[src/rtl/clock_divider_pkg.sv]
// Shared UART constants: divisor width,
// clamp value and the standard baud divisor.
`timescale 1ns/1ps
package clock_divider_pkg;

    localparam int DIV_W = 16;
    localparam int DIV_MIN = 2;
    localparam int BAUD_DIV_19200_12MHZ = 625;

endpackage

[src/rtl/clock_divider.sv]
// Programmable integer divider: OUT_CLK with a
// period of IN cycles plus a tick at each rise.
`timescale 1ns/1ps
module clock_divider
    import clock_divider_pkg::*;
#(
    parameter int WIDTH = DIV_W
) (
    input  logic             CLK,
    input  logic             RST,
    input  logic [WIDTH-1:0] IN,
    output logic             OUT_CLK,
    output logic             OUT_TICK
);

    logic [WIDTH-1:0] r_k;
    logic [WIDTH-1:0] r_div_q;
    logic [WIDTH-1:0] w_deff;
    logic [WIDTH-1:0] w_k_inc;
    logic [WIDTH-1:0] w_half;

    // Clamp IN=1 up to the minimum usable divisor
    always_comb begin
        w_deff = IN;
        if (IN == WIDTH'(1)) begin
            w_deff = WIDTH'(DIV_MIN);
        end
    end

    // k stays below div_q, so k+1 never wraps
    assign w_k_inc = r_k + WIDTH'(1);
    assign w_half  = r_div_q >> 1;

    // Phase counter, divisor latch and output flops
    always_ff @(posedge CLK or negedge RST) begin
        if (!RST) begin
            r_k      <= '0;
            r_div_q  <= '0;
            OUT_CLK  <= 1'b0;
            OUT_TICK <= 1'b0;
        end else if (r_k == '0) begin
            r_div_q <= w_deff;
            if (w_deff == '0) begin
                r_k      <= '0;
                OUT_CLK  <= 1'b0;
                OUT_TICK <= 1'b0;
            end else begin
                r_k      <= WIDTH'(1);
                OUT_CLK  <= 1'b1;
                OUT_TICK <= 1'b1;
            end
        end else begin
            r_k      <= (w_k_inc == r_div_q) ? '0 : w_k_inc;
            OUT_CLK  <= (r_k < w_half);
            OUT_TICK <= 1'b0;
        end
    end

endmodule

[config.mk]
export PLATFORM = sky130hd
export DESIGN_NAME = clock_divider
export DESIGN_NICKNAME = d
export VERILOG_FILES = /design/src/rtl/clock_divider_pkg.sv /design/src/rtl/clock_divider.sv
export SDC_FILE = /design/constraint.sdc
export NUM_CORES = 1
export LEC_CHECK = 0
export BUFFER_PORTS_ARGS = -buffer_cell sky130_fd_sc_hd__buf_2
export CAP_MARGIN = 40
export CORE_ASPECT_RATIO = 1.2
export CORE_UTILIZATION = 45
export DETAILED_ROUTE_END_ITERATION = 12
export PLACE_DENSITY = 0.6
export SETUP_SLACK_MARGIN = 0.1
export SLEW_MARGIN = 20
export SYNTH_ARGS = -nofsm -noshare
export SYNTH_HDL_FRONTEND = slang
export SYNTH_SLANG_ARGS = --single-unit
[constraint.sdc]
create_clock -name CLK -period 3.4 [get_ports CLK]
set_input_delay 0.34 -clock CLK [delete_from_list [all_inputs] [get_ports CLK]]
set_output_delay 0.34 -clock CLK [all_outputs]
set_load 0.01 [all_outputs]
==> metrics.cfg, run 1 <==
[synthesis]
seq_area_frac_synth_pct = 37.2
synth_adder_area_share_pct = 8.75
async_reset_ff_share_pct = 100
synth_xor_xnor_area_share_pct = 12.7
synthSimpleGateAreaFrac_pct = 20.4
ys_warn_count = 0
syn_inst = 249
syn_area_um2 = 2290
syn-num-nets = 283
syn_area_per_cell_um2 = 9.19
synth_top_family_by_area = simple AND/OR/NAND/NOR gates
synth_cell_type_count = 47
ys_ff_latch = 34
synth_edf_count = 0
ys.flop_type = dfrtp_1
synth_compound_area_share_pct = 13.3
synthMuxAreaShare_pct = 1.42

[clock_network]
clk_path_buf_depth = 2
cts_buffers = 5
htreeDepth = 2
root_buffer = clkbuf_8
clk_pin_slew_ns = 0.07
clock_sinks = 34
post_cts_resized = 0
clock_latency_ns = 0.29
cts_tree = done

[min_path]
min_path_type = in2reg

[finish]
fill_cells = 453
synthToLayoutAreaGrowth_pct = 12.4
diodes = 0
multi_input_comb_area_um2 = 1300
drive_gt1_share_pct = 14.4
final_nets = 303
finalNonFillerCells = 330
seqCellArea_um2 = 851
final_common_cell = dfrtp_1
design_area_um2 = 2570
final_cell_mix = dfrtp_1 (34), nand2_1 (25), o21ai_0 (25)

[detailed_routing]
top_layer = met4
drt_iter0_markers = 47
dr.pass1.iters = 4
dr_wl_met3_um = 187
drc = 0
wire_per_inst_um = 15.9
ant_nets = 0
wl_met1_um = 2470
vias_per_cell = 5.50
via_count = 1814
wl_um = 5260
dr_wl_met2_um = 2520

[power_and_ir_drop]
power_uw = 782
vdd_drop_max_uv = 167
power.density_nw_per_um2 = 304
cellLeakagePower_uw = 0.00122

[sta]
finalMaxSlewViolations = 0
period_needed_ns = 2.86
setup_slack_ns = 0.542
fmax_mhz = 350
hold_violations = 0
rsz0062_at_grt = no
relSlewSlack_pct = 57.2
worst_slew_pin_slew_ns = 0.625
setup_tns_ns = 0
period_share_pct = 84.1
clock_skew_ns = 0.00377
setup_violations = 0

[setup_path]
worstPathMaxFanout = 11
start_kind = register
worstPathCellList = ha_1 -> nand3_2 -> o21a_1 -> or4b_1 -> a21oi_1 -> nand4b_1 -> o31ai_4 -> buf_4 -> nor2_1
crit_buf_inv = 1
critPathKind = reg2reg
cp.arrival_ns = 3.03
cp_top_family = simple AND/OR/NAND/NOR gates
crit_slowest_cell = or4b_1
crit_required_ns = 3.58
max_stage_delay_ns = 0.51
cp-end-kind = register

[placement]
placed_cells = 320
portBuffers = 19
post-dp-hpwl_um = 4020
dpl_cell_area_um2 = 2420
place_congestion = 0.831
pre_cts_ws_ns = 0.582

[floorplanning]
die_w_um = 67.1
start_util_pct = 46.6
io_pins = 20
num_rows = 28
core-area_um2 = 4900
die_area_um2 = 5370
die_h_um = 80.1

[grt]
grt_pass1_wl_um = 9180
first_global_vias = 1907
antenna_found_initial = 0
grt_usage_pct = 23.7
gr-total-overflow = 0
grt_max_degree = 35

[outcome]
outcome = completed

[flow_run]
drv_cap = 0

[cell families (layout without fill, tap and decap cells)]
| logic type | Yosys count | after routing |
|---|---|---|
| and+or+nand+nor | 86 | 86 |
| AOI/OAI and AO/OA | 49 | 49 |
| DFF | 34 | 34 |
| buffers and inverters | 34 | 55 |
| xor gates and xnor gates | 27 | 27 |
| adders and majority gates | 16 | 16 |
| muxes | 3 | 3 |
[cells in the mapped netlist, types with 2 or more instances]
cell | instances | area, um2
a21boi_0 | 2 | 15.0
nand3_1 | 3 | 15.0
nand2_1 | 25 | 93.8
nand4_1 | 6 | 37.5
xor2_1 | 6 | 52.6
nor2_1 | 22 | 82.6
a21o_1 | 3 | 22.5
nor4_1 | 7 | 43.8
nand4b_1 | 2 | 17.5
clkbuf_1 | 5 | 18.8
nor3_1 | 7 | 35.0
xnor2_1 | 17 | 149
o21ai_0 | 25 | 125
and4_1 | 2 | 17.5
dfrtp_1 | 34 | 851
ha_1 | 16 | 200
xnor3_1 | 4 | 90.1
a21oi_1 | 7 | 35.0
inv_1 | 24 | 90.1
buf_2 | 4 | 20.0
nor3b_1 | 2 | 15.0
[cell type report]
class / count / area share [%]
Timing Repair Buffer: 23 / 5.74
Sequential cell: 34 / 33.1
Multi-Input combinational cell: 181 / 50.4
Tap cell: 60 / 2.92
Inverter: 24 / 3.51
Clock buffer: 8 / 4.28
[state kept, by name (all words and copies together) (netlist names)]
name,count
OUT_CLK,1
OUT_TICK,1
r_div_q,16
r_k,16
[metal layers]
layer	GRT usage (%)	vias up
met5	0	-
met4	7.02	0
met3	3.98	8
met2	40.1	39
met1	30.5	856
li1	-	911
[final timing paths]
check	cells after the start	startpoint	endpoint	slack, ns
setup / recovery	9	r_k[0]	r_k[4]	0.54
hold / removal	3	IN[13]	r_div_q[13]	0.27
setup reg to reg	9	r_k[0]	r_k[4]	0.54
hold reg to reg	2	r_div_q[0]	r_div_q[0]	0.55
max in group asynchronous	3	RST	r_div_q[13]	2.50
min in group asynchronous	2	RST	r_div_q[3]	0.49
[through the flow]
stage	hold slack, ns	util (%)
global placement	0.460	49.4
finish	0.269	52.4
global route	0.285	52.4
detailed placement	0.463	49.4
floorplan	0.0444	-
CTS	0.157	51.6
[tightest hold or removal path: cells and delay by family]
family                 cells  cell delay [ns]
buffers and inverters      1             0.08
AO/OA/AOI/OAI              1             0.05
AND/OR/NAND/NOR            1             0.04
[power breakdown]
part,switching [uW],total (uW),internal (uW)
Sequential,0,404,404
Combinational,15.1,27.0,11.9
Clock,146,351,205
Total,161,782,621
[what timing repair did]
action	in CTS	in global routing
endpoints found under the hold margin	0	12
hold buffers	0	1
buffers inserted	0	0
No activity file was read; power rests on OpenSTA's default activity.
==> inputs of run 2 (changes only) <==
clock period = 2.7 ns   (was 3.4 ns; I/O delays follow)
==> run 2 against run 1 <==
  * Core utilization is 4.4 points higher
  * Flip-flop and latch count did not move
  * Largest cell class unchanged
  * Non-clock buffer count increased by 18
  * Cell count is 5.5% higher
  * Clock skew about the same
  * Maximum frequency increased by 14%
==> metrics.cfg, run 2 (same netlist as run 1, synthesis figures left out) <==
[grt]
met1_usage_pct = 31.2  ; +0.70 points
antenna_found_initial = 0  ; unchanged
grt_usage_pct = 23.5  ; -0.21 points
grt_busiest_layer = met2
met2_usage_pct = 37.5  ; -2.6 points
use_met3_pct = 4.55  ; +0.57 points
first_global_vias = 1863  ; -2.3%
grt_max_degree = 35  ; unchanged
grt_pass1_wl_um = 9090  ; -1.0%
gr-total-overflow = 0  ; unchanged

[setup_path]
crit_slowest_cell = or4_4
worstPathCellList = nand4_1 -> nor2_1 -> nand2_2 -> mux2_2 -> or4_4 -> o31ai_4 -> buf_6 -> nor2_1
cp_common_cell = nor2_1
cp.arrival_ns = 2.69  ; -0.34 ns
crit_required_ns = 2.87  ; -0.71 ns
worstPathMaxFanout = 6  ; -5
max_stage_delay_ns = 0.56  ; +0.05 ns
crit_buf_inv = 1  ; unchanged
cp-end-kind = register
start_kind = register
reg2reg_slack_ns = 0.18  ; -0.36 ns
cp_top_family = simple AND/OR/NAND/NOR gates
critPathKind = reg2reg

[floorplanning]
die_h_um = 80.1  ; unchanged
start_util_pct = 46.6  ; unchanged
die_w_um = 67.1  ; unchanged
core-area_um2 = 4900  ; unchanged
num_rows = 28  ; unchanged
die_area_um2 = 5370  ; unchanged
io_pins = 20  ; unchanged

[finish]
synthToLayoutAreaGrowth_pct = 21.8
post-route-util_pct = 56.8  ; +4.4 points
drive_gt1_share_pct = 23.3  ; +8.8 points
top_regs = r_div_q: 16 flops, r_k: 16 flops
final_common_cell = dfrtp_1
diodes = 0  ; unchanged
fill_cells = 469  ; +3.5%
final_nets = 321  ; +5.9%
final_cell_mix = dfrtp_1 (30), inv_1 (24), nand2_1 (24), o21ai_0 (24), nor2_1 (22)

[flow_run]
drv_cap = 0  ; unchanged

[outcome]
outcome = completed

[detailed_routing]
dr.pass1.iters = 4  ; unchanged
via_count = 1910  ; +5.3%
wl_um = 5690  ; +8.1%
ant_nets = 0  ; unchanged
wire_per_inst_um = 16.3  ; +2.5%
drc = 0  ; unchanged
drt_iter0_markers = 102  ; +120%
vias_per_cell = 5.49  ; -0.15%

[sta]
period_share_pct = 93.2  ; +9.1 points
worst_slew_pin_slew_ns = 0.593  ; -0.0318 ns
setup_tns_ns = 0  ; unchanged
hold_violations = 0  ; unchanged
period_needed_ns = 2.52  ; -0.342 ns
relSlewSlack_pct = 59.4  ; +2.2 points
fmax_mhz = 397  ; +14%
rsz0062_at_grt = no
finalMaxSlewViolations = 0  ; unchanged
setup_violations = 0  ; unchanged
clock_skew_ns = 0.00357  ; -0.000197 ns

[clock_network]
clk_path_buf_depth = 2  ; unchanged
cts_tree = done
clk_pin_slew_ns = 0.07  ; about the same
htreeDepth = 2  ; unchanged
root_buffer = clkbuf_8
clock_sinks = 34  ; unchanged
cts_buffers = 5  ; unchanged
clock_latency_ns = 0.28  ; about the same

[min_path]
min_path_type = in2reg

[placement]
post-dp-hpwl_um = 4290  ; +6.7%
portBuffers = 19  ; unchanged
place_congestion = 0.855  ; +2.9%

[power_and_ir_drop]
pwr-share-seq_pct = 51.6  ; about the same
p_int_uw = 781  ; +26%
power.density_nw_per_um2 = 354  ; +16%
combPwrFrac_pct = 3.3  ; -0.2 points
cellLeakagePower_uw = 0.00132  ; +8.2%
vdd_drop_max_uv = 261  ; +57%
clkPwrFrac_pct = 45.1  ; +0.3 points
power_uw = 986  ; +26%
p_sw_uw = 206  ; +28%
swShare_pct = 20.9  ; +0.24 points

-- run 2: stage by stage --
stage	hold slack [ns]	std cells	setup WS [ns]	instance area (um2)
after detailed placement	0.400	332	0.148	2510
after CTS	0.0968	340	0.138	2620
after global placement	0.405	332	0.223	2510
after floorplan	-0.0256	249	0.143	2290
final	0.203	348	0.184	2790
after global routing	0.210	348	0.0982	2790
-- run 2: power by group through the flow --
stage | Clock [uW] | Combinational [uW] | Sequential, uW
6_report | 445 | 32.6 | 509
2_1_floorplan | 0 | 1.95 | 519
3_3_place_gp | 0 | 29.0 | 519
4_1_cts | 457 | 29.4 | 509
3_5_place_dp | 0 | 29.1 | 519
5_1_grt | 479 | 37.1 | 509
-- run 2: tightest hold or removal path, cell delays in order --
cell and delay [ns]:
buf_2 0.09, nand2_1 0.04, o21ai_0 0.05
-- run 2: routing by layer --
| metal | wire length, um | part of all wire [%] |
|---|---|---|
| met3 | 187 | 3.3 |
| met5 | 0 | 0 |
| met2 | 2730 | 48 |
| met4 | 159 | 2.8 |
| met1 | 2610 | 46 |
-- run 2: worst paths after layout --
path,end,depth (start not counted),startpoint
max reg2reg,r_k[13],8,r_k[9]
min reg2reg,r_div_q[0],2,r_div_q[0]
min in group asynchronous,r_div_q[6],2,RST
min,r_div_q[13],3,IN[13]
max,r_k[13],8,r_k[9]
max in group asynchronous,r_k[0],3,RST
-- run 2: final cells by class --
| class | instances | area (um2) | area share [%] |
|---|---|---|---|
| sequential | 34 | 856 | 30.7 |
| clock buffer | 8 | 110 | 3.95 |
| inverter | 24 | 90.1 | 3.23 |
| tap | 60 | 75.1 | 2.70 |
| timing repair buffer | 41 | 294 | 10.6 |
| multi-input combinational | 181 | 1360 | 48.8 |
-- run 2: what timing repair did --
item / CTS / global route
setup buffers: 0 / 6
endpoints found under the hold margin: 0 / 34
setup endpoints to repair: 0 / 16
hold buffers: 0 / 1
gates resized for setup: 0 / 22
==> inputs of run 3 (changes only) <==
CORE_MARGIN = 4   (was unset)
==> run 3 against run 2 <==
  * First-iteration DRC count shrank 11%
  * Clock skew grew 0.0037 ns
  * Total power shrank 5.5%
  * Largest power group unchanged
  * Flip-flop and latch count is the same
  * Clock power shrank 13%
  * Via count grew 0.21%
==> metrics.cfg, run 3 (same netlist as run 1, synthesis figures left out) <==
[sta]
finalMaxSlewViolations = 0  ; unchanged
clock_skew_ns = 0.00723  ; +0.00366 ns
setup_tns_ns = 0  ; unchanged
setup_violations = 0  ; unchanged
relSlewSlack_pct = 64.1  ; +4.7 points
period_needed_ns = 2.53  ; +0.0128 ns
rsz0062_at_grt = no
fmax_mhz = 395  ; -0.51%
worst_slew_pin_slew_ns = 0.533  ; -0.0600 ns
period_share_pct = 93.7  ; +0.47 points
hold_violations = 0  ; unchanged

[detailed_routing]
wl_um = 5690  ; +0.14%
drt_iter0_markers = 91  ; -11%
ant_nets = 0  ; unchanged
dr.pass1.iters = 4  ; unchanged
wire_per_inst_um = 16.5  ; +1.3%
via_count = 1914  ; +0.21%
vias_per_cell = 5.56  ; +1.4%
drc = 0  ; unchanged

[flow_run]
drv_cap = 0  ; unchanged

[setup_path]
worstPathCellList = ha_2 -> nand3_2 -> o21a_1 -> or4b_4 -> a21oi_2 -> nand4b_1 -> o31ai_4 -> buf_6 -> nor2_1
cp.arrival_ns = 2.70  ; about the same
r2r_start = r_k[0]
critPathKind = reg2reg
start_kind = register
crit_required_ns = 2.87  ; about the same
cp-end-kind = register
crit_slowest_cell = or4b_4
worstPathMaxFanout = 6  ; unchanged
cp-startpoint = r_k[0]
max_stage_delay_ns = 0.51  ; -0.05 ns

[grt]
grt_usage_pct = 19.5  ; -4.1 points
antenna_found_initial = 0  ; unchanged
gr-total-overflow = 0  ; unchanged
grt_max_degree = 35  ; unchanged
grt_pass1_wl_um = 9290  ; +2.2%
first_global_vias = 1909  ; +2.5%

[power_and_ir_drop]
power.density_nw_per_um2 = 346  ; -2.4%
cellLeakagePower_uw = 0.00128  ; -2.8%
vdd_drop_max_uv = 177  ; -32%
power_uw = 932  ; -5.5%

[floorplanning]
start_util_pct = 46.3  ; -0.33 points
num_rows = 28  ; unchanged
die_area_um2 = 6290  ; +17%
core-area_um2 = 4940  ; +0.71%
die_h_um = 86.1  ; +7.5%
io_pins = 20  ; unchanged
die_w_um = 73.1  ; +8.9%

[clock_network]
root_buffer = clkbuf_8
cts_buffers = 5  ; unchanged
clock_sinks = 34  ; unchanged
clk_pin_slew_ns = 0.07  ; about the same
clock_latency_ns = 0.29  ; about the same
clk_path_buf_depth = 2  ; unchanged
htreeDepth = 2  ; unchanged
cts_tree = done

[finish]
synthToLayoutAreaGrowth_pct = 17.9
fill_cells = 464  ; -1.1%
final_common_cell = dfrtp_1
final_nets = 317  ; -1.2%
final_cell_mix = dfrtp_1 (34), nand2_1 (25), inv_1 (24), o21ai_0 (24), nor2_1 (22)
top_regs = r_div_q: 16 flops, r_k: 16 flops
drive_gt1_share_pct = 20.1  ; -3.2 points
diodes = 0  ; unchanged

[min_path]
hold_path.startpoint = IN[9]
min_path_type = in2reg

[placement]
place_congestion = 0.876  ; +2.4%
portBuffers = 19  ; unchanged
post-dp-hpwl_um = 4280  ; -0.31%

[outcome]
outcome = completed

run 3: cell types whose count changed in the layout (fill, tap and decap cells not counted), moves of 2 or more:
cell	before	now
buf_4	15	13
dfrtp_1	30	34
nor3_2	0	2
clkbuf_8	8	6
ha_4	2	0
nor3_1	7	5
buf_6	5	3
dfrtp_2	4	0
run 3: layout make-up:
type | count | area, um2 | area share [%]
Multi-Input combinational cell | 181 | 1330 | 49.1
Sequential cell | 34 | 851 | 31.6
Timing Repair Buffer | 37 | 264 | 9.79
Inverter | 24 | 90.1 | 3.34
Clock buffer | 7 | 86.3 | 3.20
Tap cell | 60 | 75.1 | 2.78
Clock inverter | 1 | 5.00 | 0.186
run 3: routing by layer:
metal  part of all wire, %  wire, um  track usage [%]  up-vias
met5                     0         0                0        -
met4                   1.8       103             7.38        0
met3                   5.9       338             3.40       10
met2                    47      2690             30.8       60
met1                    45      2560             26.4      910
li1                      -         -                -      934
run 3: path summary, 6_finish.rpt:
kind	endpoint	slack, ns	depth (start not counted)
max	r_k[4]	0.17	9
min	r_div_q[9]	0.19	3
max reg2reg	r_k[4]	0.17	9
min reg2reg	r_div_q[0]	0.53	2
max in group asynchronous	r_div_q[7]	1.83	3
min in group asynchronous	r_k[3]	0.44	2
run 3: timing repair:
action / in CTS / in global routing
resized for setup: 0 / 11
buffers inserted: 0 / 1
hold buffers: 0 / 1
setup endpoints to repair: 0 / 11
endpoints found under the hold margin: 0 / 15
run 3: through the flow:
stage                     setup slack, ns  hold WS, ns  util, %  std cells  instance area, um2
after global placement              0.216        0.395     50.9        332                2510
after detailed placement            0.214        0.397     50.9        332                2510
after CTS                           0.197       0.0858     52.7        340                2600
final                               0.171        0.193     54.6        344                2700
after global routing               0.0640        0.207     54.6        344                2700
after floorplan                     0.143      -0.0256        -        249                2290
run 3: worst max-delay path: cells and delay by family, from the launching register on:
kind	cells	cell delay [ns]
and+or+nand+nor	4	0.86
adders and majority gates	1	0.22
AOI/OAI and AO/OA	3	0.76
buffers and inverters	1	0.18
DFF	1	0.40
run 3: report_power, final:
| part | switching (uW) | leakage [uW] | internal (uW) |
|---|---|---|---|
| registers | 0 | 0.000371 | 509 |
| clock network | 183 | 0.0000482 | 206 |
| logic | 18.7 | 0.000863 | 15.0 |
